`config.mk`:
```
export PLATFORM = sky130hd
export DESIGN_NAME = immediate_fetch_unit
export DESIGN_NICKNAME = d
export VERILOG_FILES = /design/src/rtl/imm_fetch_pkg.sv /design/src/rtl/imm_extend.sv /design/src/rtl/immediate_fetch_unit.sv
export SDC_FILE = /design/constraint.sdc
export NUM_CORES = 1
export LEC_CHECK = 0
export ABC_AREA = 1
export BUFFER_PORTS_ARGS = -buffer_cell sky130_fd_sc_hd__buf_2
export CAP_MARGIN = 20
export CORE_MARGIN = 1.5
export CORE_UTILIZATION = 57
export CTS_CLUSTER_SIZE = 28
export DETAILED_ROUTE_END_ITERATION = 10
export GPL_TIMING_DRIVEN = 0
export PLACE_DENSITY = 0.75
export SYNTH_ARGS = -nofsm -noshare
export SYNTH_HDL_FRONTEND = slang
export SYNTH_SLANG_ARGS = --single-unit
```
`constraint.sdc`:
```
create_clock -name clk -period 2.3 [get_ports clk]
set_input_delay 0.46 -clock clk [delete_from_list [all_inputs] [get_ports clk]]
set_output_delay 0.46 -clock clk [all_outputs]
set_load 0.005 [all_outputs]
```
`src/rtl/imm_fetch_pkg.sv`:
```
// imm_fetch_pkg: FSM state type and byte-count width helper for the immediate fetch unit
package imm_fetch_pkg;
   typedef enum logic [1:0] {IDLE, FETCH, DONE} state_t;
   function automatic int cnt_width(input int max_bytes);
      return $clog2(max_bytes + 1);
   endfunction
endpackage

```
`src/rtl/imm_extend.sv`:
```
// imm_extend: zero/sign-extends the low n bytes of asm_buf to the full width (asm_buf, n, sign_extend in; ext out)
module imm_extend
   import imm_fetch_pkg::*;
#(
   parameter int MAX_BYTES = 4,
   parameter int CNT_W = cnt_width(MAX_BYTES)
) (
   input  logic [8*MAX_BYTES-1:0] asm_buf,
   input  logic [CNT_W-1:0]       n,
   input  logic                   sign_extend,
   output logic [8*MAX_BYTES-1:0] ext
);
   logic fill;
   always_comb begin
      fill = 1'b0;
      for (int k = 0; k < MAX_BYTES; k++)
         if (n == CNT_W'(k + 1)) fill = sign_extend & asm_buf[8*k+7];
   end
   genvar i;
   generate
      for (i = 0; i < MAX_BYTES; i++) begin : g_byte
         assign ext[8*i +: 8] = (CNT_W'(i) < n) ? asm_buf[8*i +: 8] : {8{fill}};
      end
   endgenerate
endmodule

```
`src/rtl/immediate_fetch_unit.sv`:
```
// immediate_fetch_unit: pops n little-endian FIFO bytes into an extended immediate (start/num_bytes/sign_extend/flush in; busy/complete/immediate out; fifo_rd_en/fifo_rd_data/fifo_empty FIFO port)
module immediate_fetch_unit
   import imm_fetch_pkg::*;
#(
   parameter int MAX_BYTES = 4,
   parameter int CNT_W = cnt_width(MAX_BYTES)
) (
   input  logic                   clk,
   input  logic                   reset_n,
   input  logic                   start,
   input  logic [CNT_W-1:0]       num_bytes,
   input  logic                   sign_extend,
   input  logic                   flush,
   output logic                   busy,
   output logic                   complete,
   output logic [8*MAX_BYTES-1:0] immediate,
   output logic                   fifo_rd_en,
   input  logic [7:0]             fifo_rd_data,
   input  logic                   fifo_empty
);
   localparam int OUT_W = 8*MAX_BYTES;
   state_t state, state_d;
   logic [CNT_W-1:0] n_q, n_eff, issued, received, received_d;
   logic sext_q, popped, accept;
   logic [OUT_W-1:0] asm_q, asm_d, ext;
   assign n_eff = (num_bytes > CNT_W'(MAX_BYTES)) ? CNT_W'(MAX_BYTES) : num_bytes;
   // DONE accepts a new start so back-to-back requests have no idle gap
   assign accept = start & ~flush & (state != FETCH);
   assign fifo_rd_en = reset_n & ~fifo_empty & ~flush &
                       ((accept & (n_eff != '0)) | ((state == FETCH) & (issued < n_q)));
   assign complete = (state == DONE);
   assign busy = reset_n & (start | (state == FETCH));
   assign received_d = received + CNT_W'(popped);
   always_comb begin
      asm_d = asm_q;
      for (int k = 0; k < MAX_BYTES; k++)
         if (popped && received == CNT_W'(k)) asm_d[8*k +: 8] = fifo_rd_data;
   end
   imm_extend #(.MAX_BYTES(MAX_BYTES), .CNT_W(CNT_W)) u_ext (
      .asm_buf(asm_d),
      .n(n_q),
      .sign_extend(sext_q),
      .ext(ext)
   );
   always_comb begin
      state_d = flush ? IDLE :
                accept ? ((n_eff == '0) ? DONE : FETCH) :
                (state == DONE) ? IDLE :
                ((state == FETCH) && (received_d == n_q)) ? DONE : state;
   end
   always_ff @(posedge clk or negedge reset_n)
      if (!reset_n) state <= IDLE;
      else state <= state_d;
   always_ff @(posedge clk or negedge reset_n) begin
      if (!reset_n) begin
         n_q <= '0;
         sext_q <= 1'b0;
         issued <= '0;
         received <= '0;
         popped <= 1'b0;
         asm_q <= '0;
         immediate <= '0;
      end else begin
         popped <= fifo_rd_en;
         if (flush) begin
            issued <= '0;
            received <= '0;
         end else if (accept) begin
            n_q <= n_eff;
            sext_q <= sign_extend;
            issued <= CNT_W'(fifo_rd_en);
            received <= '0;
            asm_q <= '0;
            if (n_eff == '0) immediate <= '0;
         end else if (state == FETCH) begin
            issued <= issued + CNT_W'(fifo_rd_en);
            received <= received_d;
            asm_q <= asm_d;
            if (state_d == DONE) immediate <= ext;
         end
      end
   end
endmodule

```
==> qor.yml, run 1 <==
run_status:
  status: "complete, but fails checks"
  violations: "design-rule violations"
placement:
  dp_hpwl_um: 6550
  dpl_worst_slack_ps: 95.2
  place_congestion: 0.892
  port_buffers: 51
sta:
  fin_ws_ps: 71.6
  setup_violations: 0
  period_share_pct: 96.9
  fin_tns_setup_ps: 0
  finalHoldViolations: 0
  worstMarginPinSlew_ps: 633
  max_freq_mhz: 449
  fin_skew_ps: 11.4
  final_max_slew_viol_count: 0
  slew_headroom_pct: 57.6
  finalCriticalPeriod_ps: 2230
clock_network:
  root_buffer: "clkbuf_8"
  htree_levels: 3
  cts_tree: "built"
  numCtsBuffers: 9
  cts_max_path_buffers: 2
  clk_pin_slew_ps: 90
  cts_sinks: 77
  ctsHoldBuffers: 0
  clkLatencyLatePin_ps: 360
synthesis:
  synth.distinct_cells: 27
  syn_area_um2: 3810
  postSynthAreaPerCell_um2: 8.14
  synth_seq_area_share_pct: 50.6
  synth_seq_cells: 77
  synth-async-reset-ratio_pct: 100
  ys.flop_type: "dfrtp_1"
  synth_edf_count: 0
  syn_nets: 491
  synth_top_area_share_pct: 50.6
  netlist_instances: 468
  synth.largest_area_cell: "dfrtp_1"
  synth_warnings: 0
  synthTopCellsByArea: "dfrtp_1 (51%), nand2_1 (14%), nand3_1 (7.6%)"
setup_path:
  r2r_slack_ps: 140
  worst-path-max-fanout: 5
  crit_type: "register to output port"
  critPathLaunchType: "register"
  critical_path_required_ps: 1840
  cp-end-kind: "output port"
  cp.arrival_ps: 1770
cells_and_area:
  area_delta_synth_final_pct: 20.7
  diodes: 0
  drive_above_1_share_pct: 21.6
  fin_nets: 569
global_routing:
  grt_pass1_vias: 3322
  grt_pass1_wl_um: 15700
  grt_antenna_before_repair: 0
  grt_use_total_pct: 27.9
  grt-ovfl-total: 0
  grt_max_degree: 42
drt:
  postRouteAntennaNets: 0
  drt_iter0_markers: 340
  wl_per_cell_um: 15.4
  vias_per_cell: 5.56
  route.vias.total: 3490
  route.detailed.drc: 6
  first_pass_iters: 8
  wl_um: 9690
floorplanning:
  dieArea_um2: 7190
  initial_core_util_pct: 59.3
  ios: 52
  rows: 29
  fp.dieH_um: 84.8
  coreArea_um2: 6420
  die_w_um: 84.8
worst_hold_path:
  hold_class: "input pin to async pin"
run:
  drv_cap: 0
power_and_ir_drop:
  finalPower_mw: 3.39
  p_per_area_nw_per_um2: 737
  p_leak_nw: 2.56
  vdd_drop_max_mv: 0.468
==> path summary, 6_finish.rpt <==
path,endpoint,cells past startpoint,start
worst max-delay path,fifo_rd_en,6,n_q[2]$_DFFE_PN0P_
worst min-delay path,immediate[18]$_DFFE_PN0P_,1,reset_n
worst max register to register,immediate[8]$_DFFE_PN0P_,13,popped$_DFF_PN0_
worst min register to register,immediate[12]$_DFFE_PN0P_,2,immediate[12]$_DFFE_PN0P_
max in group asynchronous,immediate[29]$_DFFE_PN0P_,2,reset_n
min in group clk,state[0]$_DFF_PN0_,2,flush
==> worst max-delay path: stages (launching register included) <==
cell and delay [ps]:
dfrtp_1 400, inv_2 80, ha_1 330, a21oi_2 130
nand3_1 110, a21oi_2 220, buf_2 150
==> where the power goes <==
part	leakage, nW	switching [mW]	internal, mW
Sequential	1.05	0.0737	1.48
Clock	0.116	0.522	0.673
Combinational	1.40	0.388	0.254
Total	2.56	0.984	2.41
==> synthesized netlist by cell type, types with 2 or more instances <==
cell type and number:
nand2_1 141, dfrtp_1 77, nand3_1 58, inv_1 46, o21ai_0 36, o22ai_1 23, nor2_1 22, a21oi_1 13
buf_2 7, clkbuf_1 7, ha_1 6, inv_2 4, nand2_2 4, nor2_2 3, nor2_8 3, o21ai_1 3
and2_1 2, buf_4 2, buf_8 2, nand2_4 2
==> area by class of cell <==
class                      instances  area, um2
sequential                        77       1930
fill                             540       1820
multi-input combinational        322       1610
timing repair buffer              67        429
inverter                          50        188
clock buffer                      11        151
buffer                            19        118
tap                               77       96.3
clock inverter                     5       81.3
==> through the flow <==
step / cell area (um2) / utilization (%) / instances / hold slack (ps)
2_1_floorplan: 3810 / - / 468 / 164
6_report: 4600 / 71.6 / 628 / 65.3
4_1_cts: 4420 / 68.8 / 613 / 86.7
3_5_place_dp: 4190 / 65.2 / 597 / 460
5_1_grt: 4600 / 71.6 / 628 / 98.9
3_3_place_gp: 4160 / 64.8 / 596 / 457
==> what timing repair did <==
action,4_1_cts,5_1_grt
setup endpoints to repair,1,31
pin swaps,0,5
gates resized for setup,2,7
setup buffers,0,12
gates cloned,0,3
endpoints found under the hold margin,0,0
==> layer usage <==
layer	vias to the layer above	GRT usage, %	part of all wire, %
met5	-	0	0
met4	0	11.6	2.6
met3	21	4.82	5.3
li1	1679	-	-
met1	1685	37.3	44
met2	105	45.1	49
==> kinds of logic (layout without fill, tap and decap cells) <==
logic type      count (synthesis)  in the layout  share of synthesized area [%]
simple gates                  236            236                           27.4
compound gates                 78             78                           11.6
flops                          77             77                           50.6
buf+inv                        69            152                           8.01
fa+ha+maj                       6              6                           1.97
xor+xnor                        2              2                          0.460
==> cell usage in the layout, fill, tap and decap left out, types with 3 or more instances in the layout <==
| cell | Yosys | routed |
|---|---|---|
| nor2_8 | 3 | 3 |
| buf_4 | 2 | 15 |
| inv_2 | 4 | 5 |
| buf_2 | 7 | 57 |
| clkbuf_1 | 7 | 7 |
| nor2_2 | 3 | 3 |
| nand2_2 | 4 | 4 |
| inv_1 | 46 | 45 |
| nor2_1 | 22 | 22 |
| o21ai_0 | 36 | 36 |
| o21ai_1 | 3 | 3 |
| dfrtp_1 | 77 | 77 |
| nand3_1 | 58 | 57 |
| nand2_1 | 141 | 141 |
| ha_1 | 6 | 4 |
| a21oi_2 | 0 | 3 |
| o22ai_1 | 23 | 23 |
| a21oi_1 | 13 | 10 |
| clkbuf_8 | 0 | 11 |
==> registers in the layout, summed over array words and instances (netlist names) <==
register / cells
asm_q: 32
immediate: 32
issued: 3
n_q: 3
popped: 1
received: 3
sext_q: 1
state: 2
Power figures use the tool's default switching activity.
==> run 2: changes to the inputs <==
Settings changed: CORE_UTILIZATION 57 to 40, PLACE_DENSITY 0.75 to 0.55.
==> run 2 against run 1 <==
- combinational power is 1% lower
- the flow now finishes without violations
- wire length is 3.5% higher
- critical endpoint unchanged
- via count is 3.0% lower
- clock power hardly changed
- die area is 41% higher
==> qor.yml, run 2 (synthesis gave the netlist of run 1 again) <==
run_status:
  status: "finished, final reports clean"
floorplanning:
  dieArea_um2: 10100
  coreArea_um2: 9240
  die_w_um: 101
  rows: 35
  initial_core_util_pct: 41.2
  fp.dieH_um: 101
  ios: 52
sta:
  finalCriticalPeriod_ps: 2210
  max_freq_mhz: 452
  holdWs_ps: 9.90
  finalHoldViolations: 0
  setup_violations: 0
  final_max_slew_viol_count: 0
  fin_tns_setup_ps: 0
  slew_headroom_pct: 52.5
  worstMarginPinSlew_ps: 710
  fin_skew_ps: 13.7
  period_share_pct: 96.2
clock_network:
  cts_sinks: 77
  numCtsBuffers: 9
  cts_tree: "built"
  cts_max_path_buffers: 2
  htree_levels: 3
  clk_pin_slew_ps: 80
  clkLatencyLatePin_ps: 350
  ctsHoldBuffers: 0
  root_buffer: "clkbuf_8"
setup_path:
  cpMostUsedCell: "a21oi_2"
  crit_family: "flip-flops"
  cp_slowest_stage_delay_ps: 420
  critPathLaunchType: "register"
  crit_type: "register to output port"
  cp.arrival_ps: 1750
  crit_chain: "inv_4 > ha_1 > a21oi_2 > nand3_1 > a21oi_2 > buf_2"
  crit_buf_inv: 2
  worst-path-max-fanout: 6
  critical_path_required_ps: 1840
  slowest_stage: "dfrtp_1"
  cp-end-kind: "output port"
drt:
  route.vias.total: 3386
  postRouteAntennaNets: 0
  drt_iter0_markers: 170
  wl_um: 10000
  route.detailed.drc: 0
  vias_per_cell: 5.02
  first_pass_iters: 5
  wl_per_cell_um: 14.9
global_routing:
  grt_pass1_vias: 3140
  grt-ovfl-total: 0
  grt_antenna_before_repair: 0
  grt_max_degree: 57
  grt_pass1_wl_um: 16200
  grt_use_total_pct: 21.0
cells_and_area:
  final.fill_count: 918
  area_delta_synth_final_pct: 20.9
  diodes: 0
  drive_above_1_share_pct: 20.5
  fin_nets: 564
  layout_common_cells: "nand2_1 (141), dfrtp_1 (77), nand3_1 (58)"
  largest_registers: "asm_q: 32 flops, immediate: 32 flops"
  mostFrequentLayoutCell: "nand2_1"
run:
  drv_cap: 0
placement:
  place_congestion: 0.807
  port_buffers: 51
  dp_hpwl_um: 6980
power_and_ir_drop:
  p_leak_nw: 2.53
  vdd_drop_max_mv: 0.235
  p_per_area_nw_per_um2: 736
worst_hold_path:
  hold_class: "input pin to async pin"
[run 2: cell count changes in the layout (fill, tap and decap cells not counted), sizes merged]
cell and change:
buf -4, clkbuf -1
[run 2: cell type report]
type                            instances  area (um2)  area share (%)
Timing Repair Buffer                   62         378            8.20
Clock inverter                          5        81.3            1.76
Inverter                               50         190            4.13
Sequential cell                        77        1930            41.8
Multi-Input combinational cell        322        1600            34.8
Buffer                                 19         118            2.55
Clock buffer                           11         151            3.29
Tap cell                              129         161            3.50
[run 2: path summary, 6_finish.rpt]
| path | slack [ps] | start | end | cells past startpoint |
|---|---|---|---|---|
| setup reg to reg | 130 | received[0]$_DFFE_PN0P_ | immediate[22]$_DFFE_PN0P_ | 13 |
| min in group clk | 290 | flush | state[0]$_DFF_PN0_ | 2 |
| hold / removal | 10 | reset_n | immediate[17]$_DFFE_PN0P_ | 1 |
| max in group asynchronous | 1700 | reset_n | immediate[4]$_DFFE_PN0P_ | 2 |
| hold reg to reg | 480 | immediate[0]$_DFFE_PN0P_ | immediate[0]$_DFFE_PN0P_ | 2 |
| setup / recovery | 90 | n_q[2]$_DFFE_PN0P_ | fifo_rd_en | 6 |
[run 2: power breakdown]
| group | internal [mW] | switching, mW |
|---|---|---|
| registers | 1.48 | 0.0727 |
| clock network | 0.673 | 0.530 |
| logic | 0.243 | 0.389 |
[run 2: per-stage QoR]
| step | utilization (%) | std cells | power (mW) | cell area, um2 | worst slack, ps |
|---|---|---|---|---|---|
| 3_3_place_gp | 45.8 | 648 | 2.19 | 4230 | -818 |
| 4_1_cts | 48.6 | 665 | 3.41 | 4490 | 64.1 |
| 3_5_place_dp | 46.1 | 649 | 2.20 | 4260 | 29.5 |
| 2_1_floorplan | - | 468 | 1.91 | 3810 | 404 |
| 6_report | 49.9 | 675 | 3.39 | 4610 | 88.4 |
| 5_1_grt | 49.9 | 675 | 3.58 | 4610 | -3.25 |
[run 2: repair_timing]
item / 4_1_cts / 5_1_grt
resized for setup: 2 / 5
endpoints found under the hold margin: 0 / 0
buffers inserted: 0 / 8
setup endpoints to repair: 1 / 30
pin swaps: 0 / 5
cloned: 0 / 2
[run 2: routing by layer]
layer	wire length (um)	track usage, %	vias to the layer above
met4	114	6.39	0
met3	398	3.47	10
li1	-	-	1677
met5	0	0	-
met2	4800	33.9	79
met1	4720	29.1	1620
==> run 3: changes to the inputs <==
Settings changed: CORE_UTILIZATION 40 to 25, PLACE_DENSITY 0.55 to 0.39.
Clock period 2.3 ns to 2 ns, I/O delays scaled along.
==> run 3 against run 2 <==
- the run now ends with negative setup slack left
- register-to-register slack got worse by 240 ps
- sequential share of layout area shrank 3.6 points
- core utilization decreased by 16 points
- flip-flop and latch count stayed put
- cell count up 8.9%
- clock power rose by 47%
- non-clock buffer count up 5
- combinational power is 34% higher
- critical path type is now register to register
==> qor.yml, run 3 (synthesis gave the netlist of run 1 again) <==
run_status:
  status: "complete, but fails checks"
  violations: "negative setup slack"
sta:
  holdWs_ps: 1.97
  finalHoldViolations: 0
  rsz0062_at_grt: "true"
  fin_skew_ps: 6.74
  worstMarginPinSlew_ps: 637
  slew_headroom_pct: 57.4
  period_share_pct: 105
  fin_ws_ps: -108
  final_max_slew_viol_count: 0
  max_freq_mhz: 474
  finalCriticalPeriod_ps: 2110
  setup_violations: 24
global_routing:
  grt_pass1_wl_um: 17600
  grt-ovfl-total: 0
  grt_use_total_pct: 14.7
  grt_pass1_vias: 3247
  grt_max_degree: 44
  grt_antenna_before_repair: 0
setup_path:
  cpMostUsedCell: "nand3_2"
  crit_buf_inv: 3
  crit_chain: "ha_2 > ha_4 > inv_2 > nand2_2 > nand3_2 > a21oi_2 > nand3_2 > nand2_4 > nand2_8 > nor2_8 > buf_12 > clkbuf_16 > nand3_2 > nand2_1"
  r2r_slack_ps: -110
  ff2ff_path_depth: 14
  regToRegStartpoint: "popped$_DFF_PN0_"
  cp-end-kind: "register"
  critical_path_required_ps: 2280
  cp.arrival_ps: 2390
  crit_family: "simple AND/OR/NAND/NOR gates"
  worst-path-max-fanout: 5
  crit_end: "immediate[8]$_DFFE_PN0P_"
  critPathLaunchType: "register"
  worstReg2RegEnd: "immediate[8]$_DFFE_PN0P_"
  cp_slowest_stage_delay_ps: 400
  crit_start: "popped$_DFF_PN0_"
  crit_cells: 14
  slowest_stage: "dfrtp_1"
  crit_type: "register to register"
worst_hold_path:
  hold_class: "input pin to async pin"
floorplanning:
  die_w_um: 126
  fp.dieH_um: 126
  coreArea_um2: 14700
  rows: 44
  dieArea_um2: 16000
  initial_core_util_pct: 25.9
  ios: 52
drt:
  postRouteAntennaNets: 0
  wl_um: 11400
  drt_iter0_markers: 213
  vias_per_cell: 4.56
  wl_per_cell_um: 15.6
  first_pass_iters: 6
  route.vias.total: 3352
  route.detailed.drc: 0
power_and_ir_drop:
  p_per_area_nw_per_um2: 870
  vdd_drop_max_mv: 0.383
  p_leak_nw: 2.63
clock_network:
  cts_max_path_buffers: 2
  cts_tree: "built"
  numCtsBuffers: 9
  root_buffer: "clkbuf_16"
  htree_levels: 3
  cts_sinks: 77
  clk_pin_slew_ps: 60
  clkLatencyLatePin_ps: 350
placement:
  dp_hpwl_um: 8050
  placed_area_um2: 4330
  dp.cells: 704
  port_buffers: 51
  place_congestion: 0.768
cells_and_area:
  mostFrequentLayoutCell: "nand2_1"
  largest_registers: "asm_q: 32 flops, immediate: 32 flops"
  final_cell_count_no_fill: 735
  drive_above_1_share_pct: 26.9
  diodes: 0
  area_delta_synth_final_pct: 32.5
  fin_nets: 569
  post-route-util_pct: 34.4
  layout_common_cells: "nand2_1 (136), dfrtp_1 (76), buf_2 (54)"
  fin_area_um2: 5050
run:
  drv_cap: 0
[run 3: power by group]
| part | internal [mW] | switching, mW | leakage [nW] |
|---|---|---|---|
| combinational | 0.331 | 0.516 | 1.44 |
| clock | 1.09 | 0.666 | 0.153 |
| sequential | 1.71 | 0.0791 | 1.05 |
| total | 3.13 | 1.26 | 2.63 |
[run 3: worst min path at each step]
| stage | end | cells past startpoint |
|---|---|---|
| CTS | immediate[16]$_DFFE_PN0P_ | 1 |
| global route | immediate[16]$_DFFE_PN0P_ | 2 |
| detailed placement | immediate[16]$_DFFE_PN0P_ | 1 |
| finish | immediate[16]$_DFFE_PN0P_ | 2 |
| floorplan | asm_q[0]$_DFFE_PN0P_ | 0 |
| global placement | immediate[20]$_DFFE_PN0P_ | 2 |
[run 3: area by class of cell]
class / count / area (um2)
Clock inverter: 6 / 86.3
Fill cell: 1541 / 9650
Tap cell: 184 / 230
Buffer: 19 / 140
Clock buffer: 10 / 229
Timing Repair Buffer: 67 / 473
Inverter: 50 / 190
Sequential cell: 77 / 1930
Multi-Input combinational cell: 322 / 1770
[run 3: worst register-to-register path, cell delays in order (launching register included)]
cell	delay [ps]
dfrtp_1	400
ha_2	220
ha_4	270
inv_2	40
nand2_2	60
nand3_2	70
a21oi_2	120
nand3_2	120
nand2_4	120
nand2_8	70
nor2_8	120
buf_12	140
clkbuf_16	150
nand3_2	80
nand2_1	60
[run 3: timing repair]
item                       in CTS  in global routing
pin swaps                       7                 21
resized for setup              18                 34
hold endpoints to repair        0                 36
cloned                          0                  2
hold buffers                    0                  1
buffers inserted                8                  4
setup endpoints to repair      37                 37
[run 3: stage by stage]
step / setup WS (ps) / total power [mW] / setup TNS (ps)
after global placement: -1100 / 2.53 / -26580
final: -108 / 4.39 / -1830
after floorplan: 111 / 2.20 / 0
after global routing: -183 / 4.63 / -4690
after detailed placement: -327 / 2.54 / -6840
after CTS: -181 / 4.37 / -4510
[run 3: metal layers]
metal  global-route usage (%)  part of all wire [%]  wire, um  vias to the layer above
li1                         -                     -         -                     1682
met1                     18.6                    46      5310                     1596
met2                     24.3                    49      5570                       62
met3                     3.84                   3.4       391                       12
met4                     4.94                   1.4       161                        0
met5                        0                     0         0                        -
